**config.mk**
```make
export PLATFORM = sky130hd
export DESIGN_NAME = rs_syndrome_stream_flat
export DESIGN_NICKNAME = d
export VERILOG_FILES = /design/src/rtl/rs_syndrome_stream_if.sv /design/src/rtl/rs_syndrome_stream.sv /design/src/flat_wrapper.sv
export SDC_FILE = /design/constraint.sdc
export NUM_CORES = 1
export LEC_CHECK = 0
export CAP_MARGIN = 10
export CORE_UTILIZATION = 30
export DETAILED_ROUTE_END_ITERATION = 7
export PLACE_DENSITY = 0.56
export SYNTH_ARGS = -nofsm -noshare
export SYNTH_HDL_FRONTEND = slang
export SYNTH_SLANG_ARGS = --single-unit
```
**constraint.sdc**
```tcl
create_clock -name clk -period 2.3 [get_ports clk]
set_clock_uncertainty 0.05 [all_clocks]
set_input_delay 0.23 -clock clk [delete_from_list [all_inputs] [get_ports clk]]
set_output_delay 0.23 -clock clk [all_outputs]
set_load 0.05 [all_outputs]
```
**src/rtl/rs_syndrome_stream_if.sv**
```systemverilog
// Stream bundle for the Reed-Solomon syndrome calculator: a symbol input
// stream and a syndrome output stream, each with valid/ready handshaking.
interface rs_syndrome_stream_if #(
    parameter int SYMBOL_WIDTH = 3,
    parameter int NUM_SYN      = 2
) ();
    logic                            in_valid;
    logic                            in_ready;
    logic [SYMBOL_WIDTH-1:0]         in_symbol;
    logic                            syn_valid;
    logic                            syn_ready;
    logic [NUM_SYN*SYMBOL_WIDTH-1:0] syndromes;
    logic                            syn_nonzero;

    // Upstream producer / downstream consumer side (e.g. a testbench)
    modport master (
        output in_valid,
        output in_symbol,
        output syn_ready,
        input  in_ready,
        input  syn_valid,
        input  syndromes,
        input  syn_nonzero
    );

    // Syndrome calculator side
    modport slave (
        input  in_valid,
        input  in_symbol,
        input  syn_ready,
        output in_ready,
        output syn_valid,
        output syndromes,
        output syn_nonzero
    );
endinterface

```
**src/rtl/rs_syndrome_stream.sv**
```systemverilog
// Symbol-serial Reed-Solomon syndrome calculator for RS(N,K) over GF(2^M).
// Each received symbol (highest degree first) is folded into NUM_SYN Horner
// accumulators, one per root alpha^(FCR+j). When the last symbol of a codeword
// arrives, the final values move into a separate output register so the next
// codeword can stream in while the previous syndromes wait for the consumer.
module rs_syndrome_stream #(
    parameter int                    SYMBOL_WIDTH = 3,
    parameter int                    N            = 7,
    parameter int                    NUM_SYN      = 2,
    parameter logic [SYMBOL_WIDTH:0] PRIM_POLY    = 4'b1011,
    parameter int                    FCR          = 1
) (
    input  logic                 clk,
    input  logic                 rst,
    rs_syndrome_stream_if.slave  bus
);
    localparam int M     = SYMBOL_WIDTH;
    localparam int Q     = (1 << M) - 1;
    localparam int CNT_W = (N > 2) ? $clog2(N) : 1;
    localparam logic [CNT_W-1:0] LAST = CNT_W'(N - 1);

    // Multiply by x modulo the primitive polynomial; the x^M term of the
    // polynomial is implicit in the carry-out test.
    function automatic logic [M-1:0] gf_xtime(input logic [M-1:0] a);
        logic [M-1:0] r;
        r = a << 1;
        if (a[M-1]) begin
            r = r ^ PRIM_POLY[M-1:0];
        end
        return r;
    endfunction

    // Shift-and-add GF(2^M) product; with a constant b this reduces to a
    // fixed XOR network.
    function automatic logic [M-1:0] gf_mul(input logic [M-1:0] a,
                                            input logic [M-1:0] b);
        logic [M-1:0] r;
        r = '0;
        for (int i = M - 1; i >= 0; i--) begin
            r = gf_xtime(r);
            if (b[i]) begin
                r = r ^ a;
            end
        end
        return r;
    endfunction

    // alpha^e with alpha = x; the exponent is reduced modulo the group order.
    function automatic logic [M-1:0] gf_pow(input int e);
        logic [M-1:0] r;
        r = M'(1);
        for (int i = 0; i < (e % Q); i++) begin
            r = gf_xtime(r);
        end
        return r;
    endfunction

    logic [CNT_W-1:0]              cnt_q, cnt_d;
    logic [NUM_SYN-1:0][M-1:0]     acc_q, acc_d;
    logic [NUM_SYN-1:0][M-1:0]     horner;
    logic [M-1:0]                  mul_out [NUM_SYN];
    logic [NUM_SYN*M-1:0]          syn_q, syn_d;
    logic                          syn_valid_q, syn_valid_d;
    logic                          syn_nonzero_q, syn_nonzero_d;
    logic                          in_ready_w;
    logic                          in_beat;
    logic                          out_beat;
    logic                          last_beat;

    // Constant multipliers by alpha^(FCR+j), one per syndrome
    for (genvar j = 0; j < NUM_SYN; j++) begin : g_root
        localparam logic [M-1:0] ALPHA_J = gf_pow(FCR + j);
        assign mul_out[j] = gf_mul(acc_q[j], ALPHA_J);
    end

    // Handshake decode; only the closing symbol can stall, and only while
    // the output register is full and not being drained this cycle.
    always_comb begin
        in_ready_w = !(syn_valid_q && !bus.syn_ready && (cnt_q == LAST));
        in_beat    = bus.in_valid && in_ready_w;
        out_beat   = syn_valid_q && bus.syn_ready;
        last_beat  = in_beat && (cnt_q == LAST);
    end

    // Horner step: the first symbol of a codeword restarts each accumulator
    always_comb begin
        horner = '0;
        for (int j = 0; j < NUM_SYN; j++) begin
            if (cnt_q == '0) begin
                horner[j] = bus.in_symbol;
            end else begin
                horner[j] = mul_out[j] ^ bus.in_symbol;
            end
        end
    end

    // Next-state for the symbol counter, accumulators and output register
    always_comb begin
        cnt_d         = cnt_q;
        acc_d         = acc_q;
        syn_d         = syn_q;
        syn_valid_d   = syn_valid_q;
        syn_nonzero_d = syn_nonzero_q;

        if (in_beat) begin
            acc_d = horner;
            if (cnt_q == LAST) begin
                cnt_d = '0;
            end else begin
                cnt_d = cnt_q + CNT_W'(1);
            end
        end

        // A fresh load wins over a drain landing on the same edge
        if (last_beat) begin
            syn_d         = horner;
            syn_valid_d   = 1'b1;
            syn_nonzero_d = |horner;
        end else if (out_beat) begin
            syn_d         = '0;
            syn_valid_d   = 1'b0;
            syn_nonzero_d = 1'b0;
        end
    end

    // State registers; reset drops any partial codeword and pending result
    always_ff @(posedge clk) begin
        if (rst) begin
            cnt_q         <= '0;
            acc_q         <= '0;
            syn_q         <= '0;
            syn_valid_q   <= 1'b0;
            syn_nonzero_q <= 1'b0;
        end else begin
            cnt_q         <= cnt_d;
            acc_q         <= acc_d;
            syn_q         <= syn_d;
            syn_valid_q   <= syn_valid_d;
            syn_nonzero_q <= syn_nonzero_d;
        end
    end

    assign bus.in_ready    = in_ready_w;
    assign bus.syn_valid   = syn_valid_q;
    assign bus.syndromes   = syn_q;
    assign bus.syn_nonzero = syn_nonzero_q;

endmodule

```
**src/flat_wrapper.sv**
```systemverilog
// flat-port wrapper written by rule: the top's interface ports become plain ports
module rs_syndrome_stream_flat 
#(
    parameter int                    SYMBOL_WIDTH = 3,
    parameter int                    N            = 7,
    parameter int                    NUM_SYN      = 2,
    parameter logic [SYMBOL_WIDTH:0] PRIM_POLY    = 4'b1011,
    parameter int                    FCR          = 1
)
  (clk, rst, bus_in_valid, bus_in_symbol, bus_syn_ready, bus_in_ready, bus_syn_valid, bus_syndromes, bus_syn_nonzero);
  rs_syndrome_stream_if #(.SYMBOL_WIDTH(SYMBOL_WIDTH), .NUM_SYN(NUM_SYN)) bus_i ();
  input  logic clk;
  input  logic rst;
  input wire logic [$bits(bus_i.in_valid)-1:0] bus_in_valid;
  input wire logic [$bits(bus_i.in_symbol)-1:0] bus_in_symbol;
  input wire logic [$bits(bus_i.syn_ready)-1:0] bus_syn_ready;
  output wire logic [$bits(bus_i.in_ready)-1:0] bus_in_ready;
  output wire logic [$bits(bus_i.syn_valid)-1:0] bus_syn_valid;
  output wire logic [$bits(bus_i.syndromes)-1:0] bus_syndromes;
  output wire logic [$bits(bus_i.syn_nonzero)-1:0] bus_syn_nonzero;
  assign bus_i.in_valid = bus_in_valid;
  assign bus_i.in_symbol = bus_in_symbol;
  assign bus_i.syn_ready = bus_syn_ready;
  assign bus_in_ready = bus_i.in_ready;
  assign bus_syn_valid = bus_i.syn_valid;
  assign bus_syndromes = bus_i.syndromes;
  assign bus_syn_nonzero = bus_i.syn_nonzero;
  rs_syndrome_stream #(.SYMBOL_WIDTH(SYMBOL_WIDTH), .N(N), .NUM_SYN(NUM_SYN), .PRIM_POLY(PRIM_POLY), .FCR(FCR)) u_core (.clk(clk), .rst(rst), .bus(bus_i));
endmodule
```
# After elaboration in Yosys (flattened, before gate mapping)
# Cells that the tools add are included.
dict set report word_totals {
  ramBits 0
  rom_bits 0
  wordCells 34
  latchBits 0
  in_bits 7
  n_memories 0
  regBits 17
}
dict set report classes {
  n_shift 0
  bitwise_logic 5
  mux 11
  n_reduce_logical 10
  magnitude_cmp 0
  n_mul 0
  n_div 0
  addsub 1
  n_eq_ne 1
}
# operator count
set ops {}
lappend ops {{6-bit two-way mux} 2}
lappend ops {{3-bit two-way mux} 3}
lappend ops {{2-bit two-way mux} 3}
lappend ops {{2-bit inverter} 3}
lappend ops {{6-bit OR reduction} 1}
lappend ops {{3-bit XOR} 2}
lappend ops {{1-bit logical AND} 5}
lappend ops {{3-bit by 1-bit adder with 3-bit output (second input constant)} 1}
lappend ops {{3-bit equality test (second input constant)} 1}
lappend ops {{3-bit zero test} 1}
lappend ops {{1-bit two-way mux} 3}
lappend ops {{1-bit zero test} 2}
lappend ops {{2-bit nonzero test} 1}

# Depth between registers and ports, before layout
dict set report logic_depth {
  word_depth 8
  mapped_depth 6
  depth_no_buf 4
}

# Worst setup path after synthesis
# Ideal clock, no wire load.
dict set report synth_timing {
  path_type {flip-flop to output port}
  from {register u_core.syn_valid_q (netlist: u_core.bus.syn_valid)}
  to {output bus_in_ready}
  arrival_time_ns 1.282
  path_slack_ns 0.738
  required_time_ns 2.020
  path_stages_with_launch 3
  cell_sequence {dfxtp_1 > nor2b_1 > nand2_1}
}
dict set report synth_between {
  elab_chain_cells 3
}
# element line
set synth_rtl {}
lappend synth_rtl {{from (decl)} rs_syndrome_stream.sv:63} ;# logic syn_valid_q, syn_valid_d;
lappend synth_rtl {{from (signal assigned)} rs_syndrome_stream.sv:138} ;# syn_valid_q <= syn_valid_d;
lappend synth_rtl {{1-bit logical AND (2 in a row)} rs_syndrome_stream.sv:79} ;# in_ready_w = !(syn_valid_q && !bus.syn_ready && (cnt_q == LAST));
lappend synth_rtl {{1-bit zero test} rs_syndrome_stream.sv:79}
lappend synth_rtl {{to (decl)} flat_wrapper.sv:17} ;# output wire logic [$bits(bus_i.in_ready)-1:0] bus_in_ready;
# No other way between the ends.

# Worst setup path in the final report
dict set report layout_timing {
  from {register u_core.cnt_q[0]}
  to {output bus_in_ready}
}
dict set report layout_between {
  elab_chain_cells 3
}
# element line
set layout_rtl {}
lappend layout_rtl {{from (decl)} rs_syndrome_stream.sv:58} ;# logic [CNT_W-1:0] cnt_q, cnt_d;
lappend layout_rtl {{from (signal assigned)} rs_syndrome_stream.sv:135} ;# cnt_q <= cnt_d;
lappend layout_rtl {{3-bit equality test} rs_syndrome_stream.sv:79}
lappend layout_rtl {{1-bit logical AND} rs_syndrome_stream.sv:79}
lappend layout_rtl {{1-bit zero test} rs_syndrome_stream.sv:79}
# No other way between the ends.

==> out/summary.txt <==
Most common cell after layout, fill and taps aside = dfxtp_1
Total power = 0.584 mW
Initial antenna violation count = 0
Post-synthesis sequential area ratio = 0.366
Vias after detailed routing = 773
Count of final setup violators = 0
Post-DP HPWL = 1350 um
WP data arrival = 1.57 ns
Asr flop ratio synth = 0
Share of cells above drive strength 1 = 0.145
RR Endpoint = u_core.acc_q[3]
Post-Syn Area per Cell = 9.04 um2
RSZ-0062 raised after global routing = no
Sum Neg Setup Slack = 0 ns
Gr ovfl total = 0
Static Leak = 0.363 nW
Ys flop type = dfxtp_1
Largest net degree at the start of global routing = 15
Initial core utilization = 0.326
Maximum clock insertion buffer count = 2
Min-Delay Path Class = flip-flop to flip-flop
Cts bufs inserted = 3
Cell variety after synth = 35
Die area = 3330 um2
Clk root buf = clkbuf_4
Max Cap Viol = 0
Startpoint Class = flip-flop
First-pass GRT wire length = 3140 um
Mapped cell area = 931 um2
DRT Wirelength = 1840 um
Layout area overhead = 18.8%
Post-DR vias/cell = 5.22
Max-slew headroom = 0.667
Min Tclk post-route = 1.85 ns
I/O pin cnt = 16
Die span in y = 57.7 um
Critical Path RT = 2.02 ns
Hold path endpoint = u_core.bus.syndromes[5]
WS Path Type = flip-flop to output pin
Critical path endpoint category = output pin
Antenna cell count = 0
Synth Register Bits = 17
Total Nets Final = 125
Maximum vdd drop = 0.126 mV
CTS sink cnt = 17
Measured slew at the worst slew-check pin = 0.498 ns
Avg WL per Cell = 12.4 um
Switching power = 0.166 mW
Compound-Gate Fraction of Synth Area = 0.282
Router iterations before antenna repair = 5
Post-route ant nets = 0
CP Max Fanout = 9
Largest family of logic cells by synthesized area = compound AO/OA/AOI/OAI gates
Vias in the first global route = 708
Internal Power = 0.419 mW
CTS Hold Bufs = 0
Combinational Power Share = 0.161
Final hold vios = 0
Drc violations = 0
Row cnt = 19
Power Density = 528 nW/um2
Gate Count Post-Synth = 103
Number of flops mapped to enable cells by yosys = 0
Chip width = 57.7 um
Worst r2r src = u_core.cnt_q[0]
Hold-critical path depth = 2
Seq pwr share = 0.549
Clk Latency, worst-skew pair = 0.30 ns
CTS tree = yes
Synth Area in XOR/XNOR = 0.0565
H-tree levels = 1
GR Util All Layers = 0.130
Mux share of post-synthesis cell area = 0.0121
Final period utilization = 0.804
Status = complete, no violations
Clock transition at path regs = 0.10 ns
Post-Synth Adder-Cell Area = 0
Net Sw Frac = 0.284
Post-Synth Simple-Gate Area = 0.226
Hold_ws = 0.419 ns
Hold Crit Start = u_core.bus.syndromes[5]
Clk network pwr share = 0.290
Initial DRC Count = 22
YS warnings = 0
Fmax = 541 MHz
R2R depth = 4
Commonest non-fill, non-tap cells in the layout = dfxtp_1, clkdlybuf4s50_1, nor2_1
Syn_nets = 110
Reg2Reg Setup Slack = 0.67 ns
Slew Viols, Final = 0
Core Region = 2850 um2
Port Buf Inserts = 15
Gpl congestion = 0.736
[cell type report]
type | count | area, um2
Multi-Input combinational cell | 79 | 537
Inverter | 1 | 3.75
Fill cell | 309 | 1750
Sequential cell | 17 | 340
Tap cell | 31 | 38.8
Clock buffer | 4 | 26.3
Timing Repair Buffer | 16 | 160
[power by group through the flow]
stage	sequential [mW]	clock, mW	combinational, mW
after global routing	0.323	0.195	0.104
after global placement	0.327	0	0.0919
after CTS	0.321	0.178	0.0943
after detailed placement	0.327	0	0.0941
final	0.321	0.170	0.0942
after floorplan	0.320	0	0.0795
[per-layer routing]
layer | global-route usage | wire, um | up-vias
li1 | - | - | 401
met1 | 0.147 | 866 | 354
met2 | 0.208 | 863 | 13
met3 | 0.0402 | 47 | 5
met4 | 0.0918 | 59 | 0
met5 | 0 | 0 | -
[timing repair]
action,4_1_cts,5_1_grt
setup buffers,0,0
setup endpoints to repair,0,1
gates resized for setup,0,1
[flip-flops by register name, summed over array words and instances, names as in the netlist]
signal                  count
u_core.acc_q                6
u_core.bus.syn_nonzero      1
u_core.bus.syn_valid        1
u_core.bus.syndromes        6
u_core.cnt_q                3
[per-stage QoR]
step	worst slack (ns)	cell area, um2	cells	util
2_1_floorplan	0.738	931	103	-
3_3_place_gp	0.312	1080	144	0.378
3_5_place_dp	0.324	1080	144	0.378
4_1_cts	0.0338	1100	148	0.387
5_1_grt	0.345	1110	148	0.388
6_report	0.450	1110	148	0.388
[logic make-up after synthesis]
family,count (synthesis)
xor gates and xnor gates,6
DFF,17
and+or+nand+nor,39
AOI/OAI and AO/OA,33
buffers and inverters,7
muxes,1
[Yosys cell counts (2+ instances only)]
cell type / instances / share of area
xnor2_1: 4 / 0.038
nand3_1: 7 / 0.038
a211oi_2: 3 / 0.040
nor3_1: 4 / 0.022
nor2_1: 12 / 0.048
a21oi_1: 9 / 0.048
o31ai_1: 3 / 0.024
nand2_1: 5 / 0.020
xor2_1: 2 / 0.019
o21a_2: 3 / 0.028
a211oi_1: 5 / 0.040
o21ai_0: 3 / 0.016
nand2b_1: 4 / 0.027
dfxtp_1: 17 / 0.37
buf_6: 2 / 0.024
[worst max path at each step]
stage	from	to	slack [ns]
after floorplan	u_core.bus.syn_valid	bus_in_ready	0.74
after global placement	bus_syn_ready	bus_in_ready	0.31
after detailed placement	bus_syn_ready	bus_in_ready	0.32
after CTS	u_core.cnt_q[0]	bus_in_ready	0.03
after global routing	u_core.cnt_q[0]	bus_in_ready	0.34
final	u_core.cnt_q[0]	bus_in_ready	0.45
[critical path: stages (launching register included)]
cell	delay, ns
dfxtp_1	0.52
and3b_4	0.28
nand2_1	0.06
dlymetal6s2s_1	0.41
(Power assumes the default switching activity.)
